$ cat src/rtl/csr_ctrl.sv
// Machine-mode CSR file with a multi-cycle sequencer for CSR ops, ECALL entry and MRET return.
// All CSR updates go through a single write port, one register per cycle.
module csr_ctrl #(
  parameter logic [31:0] MVENDORID = 32'h7973_7978,
  parameter logic [31:0] MARCHID   = 32'h0000_0000
) (
  input  logic        i_clk,
  input  logic        i_rst,
  input  logic        i_cmd_valid,
  output logic        o_cmd_ready,
  input  logic [1:0]  i_cmd_type,
  input  logic [1:0]  i_cmd_funct,
  input  logic [11:0] i_cmd_addr,
  input  logic [31:0] i_cmd_src,
  input  logic [31:0] i_cmd_pc,
  output logic        o_rsp_valid,
  input  logic        i_rsp_ready,
  output logic [31:0] o_rsp_rdata,
  output logic [31:0] o_rsp_target,
  output logic        o_rsp_illegal
);

  typedef enum logic [2:0] {
    StIdle, StRead, StWrite, StTEpc, StTCause, StTStat, StRStat, StResp
  } state_t;

  localparam logic [11:0] AddrMstatus   = 12'h300;
  localparam logic [11:0] AddrMtvec     = 12'h305;
  localparam logic [11:0] AddrMepc      = 12'h341;
  localparam logic [11:0] AddrMcause    = 12'h342;
  localparam logic [11:0] AddrMvendorid = 12'hF11;
  localparam logic [11:0] AddrMarchid   = 12'hF12;

  state_t      r_state, w_state_d;
  logic [1:0]  r_type, r_funct;
  logic [11:0] r_addr;
  logic [31:0] r_src, r_pc;
  logic [31:0] r_rdata, r_target;
  logic        r_illegal;
  logic [31:0] r_mstatus, r_mtvec, r_mepc, r_mcause;

  logic        w_accept;
  logic [31:0] w_old, w_alu, w_wdata;
  logic        w_mapped, w_ro, w_illegal_op, w_we;
  logic [11:0] w_waddr;

  assign w_accept      = (r_state == StIdle) && i_cmd_valid;
  assign o_cmd_ready   = (r_state == StIdle);
  assign o_rsp_valid   = (r_state == StResp);
  assign o_rsp_rdata   = r_rdata;
  assign o_rsp_target  = r_target;
  assign o_rsp_illegal = r_illegal;

  always_comb begin
    w_old    = 32'h0;
    w_mapped = 1'b1;
    w_ro     = 1'b0;
    case (r_addr)
      AddrMstatus:   w_old = r_mstatus;
      AddrMtvec:     w_old = r_mtvec;
      AddrMepc:      w_old = r_mepc;
      AddrMcause:    w_old = r_mcause;
      AddrMvendorid: begin w_old = MVENDORID; w_ro = 1'b1; end
      AddrMarchid:   begin w_old = MARCHID;   w_ro = 1'b1; end
      default:       w_mapped = 1'b0;
    endcase
  end

  // ALU works on the value captured in READ, not the live register.
  always_comb begin
    w_alu = r_src;
    case (r_funct)
      2'b10:   w_alu = r_rdata | r_src;
      2'b11:   w_alu = r_rdata & ~r_src;
      default: w_alu = r_src;
    endcase
  end

  assign w_illegal_op = (r_funct == 2'b00) || !w_mapped ||
                        (w_ro && ((r_funct == 2'b01) || (r_src != 32'h0)));

  always_comb begin
    w_state_d = r_state;
    w_we      = 1'b0;
    w_waddr   = r_addr;
    w_wdata   = w_alu;
    case (r_state)
      StIdle: begin
        if (i_cmd_valid) begin
          case (i_cmd_type)
            2'b00:   w_state_d = StRead;
            2'b01:   w_state_d = StTEpc;
            2'b10:   w_state_d = StRStat;
            default: w_state_d = StResp;
          endcase
        end
      end
      StRead:  w_state_d = StWrite;
      StWrite: begin
        w_we      = !w_illegal_op;
        w_state_d = StResp;
      end
      StTEpc: begin
        w_we      = 1'b1;
        w_waddr   = AddrMepc;
        w_wdata   = r_pc;
        w_state_d = StTCause;
      end
      StTCause: begin
        w_we      = 1'b1;
        w_waddr   = AddrMcause;
        w_wdata   = 32'd11;
        w_state_d = StTStat;
      end
      StTStat: begin
        w_we      = 1'b1;
        w_waddr   = AddrMstatus;
        w_wdata   = {r_mstatus[31:13], 2'b11, r_mstatus[10:8], r_mstatus[3],
                     r_mstatus[6:4], 1'b0, r_mstatus[2:0]};
        w_state_d = StResp;
      end
      StRStat: begin
        w_we      = 1'b1;
        w_waddr   = AddrMstatus;
        w_wdata   = {r_mstatus[31:13], 2'b11, r_mstatus[10:8], 1'b1,
                     r_mstatus[6:4], r_mstatus[7], r_mstatus[2:0]};
        w_state_d = StResp;
      end
      StResp: if (i_rsp_ready) w_state_d = StIdle;
      default: w_state_d = StIdle;
    endcase
  end

  always_ff @(posedge i_clk or posedge i_rst) begin
    if (i_rst) begin
      r_state   <= StIdle;
      r_type    <= 2'b00;
      r_funct   <= 2'b00;
      r_addr    <= 12'h0;
      r_src     <= 32'h0;
      r_pc      <= 32'h0;
      r_rdata   <= 32'h0;
      r_target  <= 32'h0;
      r_illegal <= 1'b0;
    end else begin
      r_state <= w_state_d;
      if (w_accept) begin
        r_type    <= i_cmd_type;
        r_funct   <= i_cmd_funct;
        r_addr    <= i_cmd_addr;
        r_src     <= i_cmd_src;
        r_pc      <= i_cmd_pc;
        r_rdata   <= 32'h0;
        r_target  <= 32'h0;
        r_illegal <= (i_cmd_type == 2'b11);
      end
      case (r_state)
        StRead:  r_rdata <= w_old;
        StWrite: if (w_illegal_op) begin
          r_illegal <= 1'b1;
          r_rdata   <= 32'h0;
        end
        StTStat: r_target <= r_mtvec;
        StRStat: r_target <= r_mepc;
        default: ;
      endcase
    end
  end

  always_ff @(posedge i_clk or posedge i_rst) begin
    if (i_rst) begin
      r_mstatus <= 32'h0000_1800;
      r_mtvec   <= 32'h0;
      r_mepc    <= 32'h0;
      r_mcause  <= 32'h0;
    end else if (w_we) begin
      case (w_waddr)
        AddrMstatus: r_mstatus <= w_wdata;
        AddrMtvec:   r_mtvec   <= {w_wdata[31:2], 2'b00};
        AddrMepc:    r_mepc    <= {w_wdata[31:2], 2'b00};
        AddrMcause:  r_mcause  <= w_wdata;
        default: ;
      endcase
    end
  end

endmodule

$ cat config.mk
export PLATFORM = sky130hd
export DESIGN_NAME = csr_ctrl
export DESIGN_NICKNAME = d
export VERILOG_FILES = /design/src/rtl/csr_ctrl.sv
export SDC_FILE = /design/constraint.sdc
export NUM_CORES = 1
export LEC_CHECK = 0
export CORE_MARGIN = 2
export CORE_UTILIZATION = 42
export DETAILED_ROUTE_END_ITERATION = 8
export PLACE_DENSITY_LB_ADDON = 0.15
export SLEW_MARGIN = 10
export SYNTH_ARGS = -nofsm -noshare
export SYNTH_HDL_FRONTEND = slang
export SYNTH_SLANG_ARGS = --single-unit
$ cat constraint.sdc
create_clock -name i_clk -period 9.35 [get_ports i_clk]
set_input_delay 0.935 -clock i_clk [delete_from_list [all_inputs] [get_ports i_clk]]
set_output_delay 0.935 -clock i_clk [all_outputs]
set_load 0.02 [all_outputs]
==> metrics.md <==
| Metric | Value |
|---|---|
| Clock Skews | `10.84 ps` |
| Number of setup buffers added after CTS | `0` |
| Root Buffer Master | `clkbuf_16` |
| Ports | `151` |
| VDD IR-drop max | `about 0.18 mV` |
| Total grt overflow | `0` |
| Largest net degree at the start of global routing | `132` |
| Final Cycle Share | `43.25%` |
| Mapped cell area | `12780 sq um` |
| Most common cell after layout, fill and taps aside | `dfrtp_1` |
| Chip Height | `178.4 um` |
| Routability cong. | `between 0.8 and 0.9` |
| IO Port Bufs | `148` |
| Main synth FF type | `dfrtp_1` |
| Bufs on Longest Clock Path | `3` |
| Run status | `finished, final reports clean` |
| Avg Inst Size Synth | `12.16 sq um` |
| Most area-hungry cell type in the Yosys netlist | `dfrtp_1` |
| # diodes | `0` |
| Sequential element share of the synthesized area | `52.49%` |
| FFs w/ async S/R, synth | `100.0%` |
| DRC | `0` |
| Final Non-Filler Cells | `about 1600` |
| Avg WL per Cell | `24.72 um` |
| Die Width | `178.4 um` |
| Pre-CTS WS | `5688 ps` |
| Post-synthesis cell type count | `just over 60` |
| Routed via count | `around 9400` |
| Final setup TNS | `0 ps` |
| Std-Cell Rows | `between 60 and 70` |
| Core area | `29800 sq um` |
| Warnings, synthesis | `0` |
| Final Setup Violations | `0` |
| DRT antenna net count | `0` |
| Fmax | `247.3 MHz` |
| Num CTS Buffers | `30` |
| Clock-pin slew on the worst setup and hold paths | `60 ps` |
| CP Launch Type | `flip-flop` |
| Max-slew violations | `0` |
| Starting density of the core | `42.89%` |
| Vias per cell | `5.967` |
| Synth top area share | `52.08%` |
| Fin crit period | `4044 ps` |
| Critical Path AT | `3110 ps` |
| Crit-path max cell delay | `840 ps` |
| Synth Register Bits | `268` |
| DPL Wire Length | `26170 um` |
| CP Cell Sequence | `nand2_2, nor2_1, clkdlybuf4s50_1` |
| CP max-delay cell | `dfrtp_1` |
| Share of cells above drive strength 1 | `roughly a quarter` |
| TritonCTS Sinks | `268` |
| Max_slew headroom | `around a quarter` |
| Nets | `1244` |
| Initial DRC Count | `between 900 and 1000` |
| Area occupied by multi-input gates | `5530 sq um` |
| Inst Count DP | `1518` |
| Crit path launch | `r_state[0]` |
| Commonest cells after routing, fill and taps aside | `dfrtp_1 (266), mux2_2 (167), clkdlybuf4s50_1 (148)` |
| Vias in the first global route | `9627` |
| CP Class | `reg -> out` |
| CP delay by family, top | `simple AND/OR/NAND/NOR gates` |
| Area growth syn-to-layout | `20.52%` |
| Crit end category | `primary output` |
| Lkg Pwr | `6.645 nW` |
| Die footprint | `31840 sq um` |
| Depth of the CTS H-tree | `1` |
| Hold path startpoint | `o_rsp_target[16]` |
| Max cap viols | `0` |
| Final hold vios | `0` |
| RSZ-0062 raised after global routing | `false` |
| Total wire length | `38880 um` |
| Post-CTS resize count | `0` |
| Fill count | `2691` |
| Final hold slack | `465.1 ps` |
| Initial antenna violation count | `0` |
| First-pass DRT Iterations | `6` |
| First-pass GRT wire length | `59420 um` |
| Worst Hold Class | `reg -> reg` |
| Least-Margin Pin Slew | `1100 ps` |
| Critical path data required time | `~8400 ps` |
| Post-route setup slack | `5306 ps` |
| R2r startpoint | `r_addr[2]` |
| Synth area leaders | `dfrtp_1 (52%), mux2_2 (15%), a22oi_1 (3.8%), mux2_4 (3.5%), nand2_1 (2.6%)` |
| Cts hold-fix bufs | `0` |
| Total GRT Usage | `approximately a quarter` |
| Sequential Area | `6709 sq um` |
| Buf/Inv on CP | `1` |
| Worst-Skew Late Latency | `560 ps` |
| CTS tree | `done` |
| Post-Synthesis Cells | `about 1100` |
| Power density over cell area | `345.8 nW/um^2` |
| Crit path max fanout | `31` |
| Post-synth EDFFs | `0` |
state kept, by name (all words and copies together), names as in the netlist:
name and count:
o_rsp_illegal 1, o_rsp_rdata 32, o_rsp_target 30, r_addr 12
r_funct 2, r_mcause 32, r_mepc 30, r_mstatus 32
r_mtvec 30, r_pc 32, r_src 32, r_state 3
worst min-delay path, cell delays in order, from the launching register on:
cell and delay [ps]:
dfrtp_1 340, nand2_1 50, nand2_1 50
worst paths after layout:
kind                                    end  slack, ps  cells after the start
setup / recovery                o_rsp_valid       5310                      3
hold / removal             o_rsp_target[16]        470                      2
setup reg to reg                r_mtvec[13]       5590                      4
hold reg to reg            o_rsp_target[16]        470                      2
max in group asynchronous     o_rsp_illegal       6850                      3
min in group asynchronous          r_src[9]        960                      2
Yosys cell counts, types with 2 or more instances:
| master | count |
|---|---|
| nand2b_1 | 5 |
| nor2_1 | 16 |
| nor4_1 | 9 |
| o21ai_0 | 22 |
| a222oi_1 | 20 |
| a211oi_1 | 4 |
| mux2_2 | 167 |
| and2_1 | 4 |
| a221o_1 | 2 |
| o22ai_1 | 10 |
| dfrtp_1 | 266 |
| nand2_1 | 87 |
| a31oi_1 | 19 |
| a22o_1 | 22 |
| clkbuf_1 | 44 |
| inv_1 | 28 |
| buf_6 | 13 |
| nand3_1 | 6 |
| a221oi_1 | 26 |
| and3_1 | 4 |
| nor4_4 | 3 |
| buf_1 | 5 |
| nor4bb_1 | 2 |
| xor2_1 | 3 |
| nor3_1 | 2 |
| or2_2 | 4 |
| dfstp_2 | 2 |
| nand4_1 | 2 |
| a21oi_1 | 65 |
| a22oi_1 | 64 |
| o221ai_1 | 10 |
| o2bb2ai_1 | 3 |
| or4_4 | 2 |
| buf_2 | 19 |
| mux2_4 | 30 |
| buf_4 | 8 |
| mux2_1 | 2 |
| a221o_2 | 5 |
| mux2i_1 | 22 |
| o311ai_0 | 2 |
through the flow:
| step | instance area (sq um) | power [mW] | util, % |
|---|---|---|---|
| 3_5_place_dp | 14450 | 4.190 | 48.49 |
| 4_1_cts | 15400 | 5.343 | 51.70 |
| 6_report | 15400 | 5.327 | 51.70 |
| 5_1_grt | 15400 | 5.618 | 51.70 |
| 2_1_floorplan | 12780 | 3.460 | - |
| 3_3_place_gp | 14450 | 4.141 | 48.49 |
layer usage:
layer / up-vias / track usage (%) / part of all wire (%)
li1: 4191 / - / -
met1: 4777 / 31.45 / 41
met2: 345 / 42.87 / 50
met3: 73 / 3.708 / 5.5
met4: 0 / 8.774 / 3.8
met5: - / 0 / 0
where the power goes:
part	leakage, nW	internal, mW	total [mW]	switching (mW)
clock	0.470	0.670	1.14	0.471
combinational	2.75	0.986	2.16	1.18
sequential	3.42	1.59	2.02	0.428
total	6.65	3.25	5.33	2.08
area by class of cell:
class,instances,share of cell area [%]
Clock buffer,51,6.043
Multi-Input combinational cell,667,35.90
Timing Repair Buffer,165,10.45
Sequential cell,268,43.55
Tap cell,390,3.168
Clock inverter,4,0.1543
Inverter,28,0.7311
kinds of logic (layout without fill, tap and decap cells):
kind of cell	after synthesis	after routing	share of synthesized area (%)
AO/OA/AOI/OAI	283	283	16.09
flip-flops	268	268	52.49
multiplexers	221	221	20.14
AND/OR/NAND/NOR	157	157	6.353
buffers and inverters	117	248	4.621
XOR/XNOR	4	4	0.2742
other	1	2	0.02934
(Power assumes the default switching activity.)
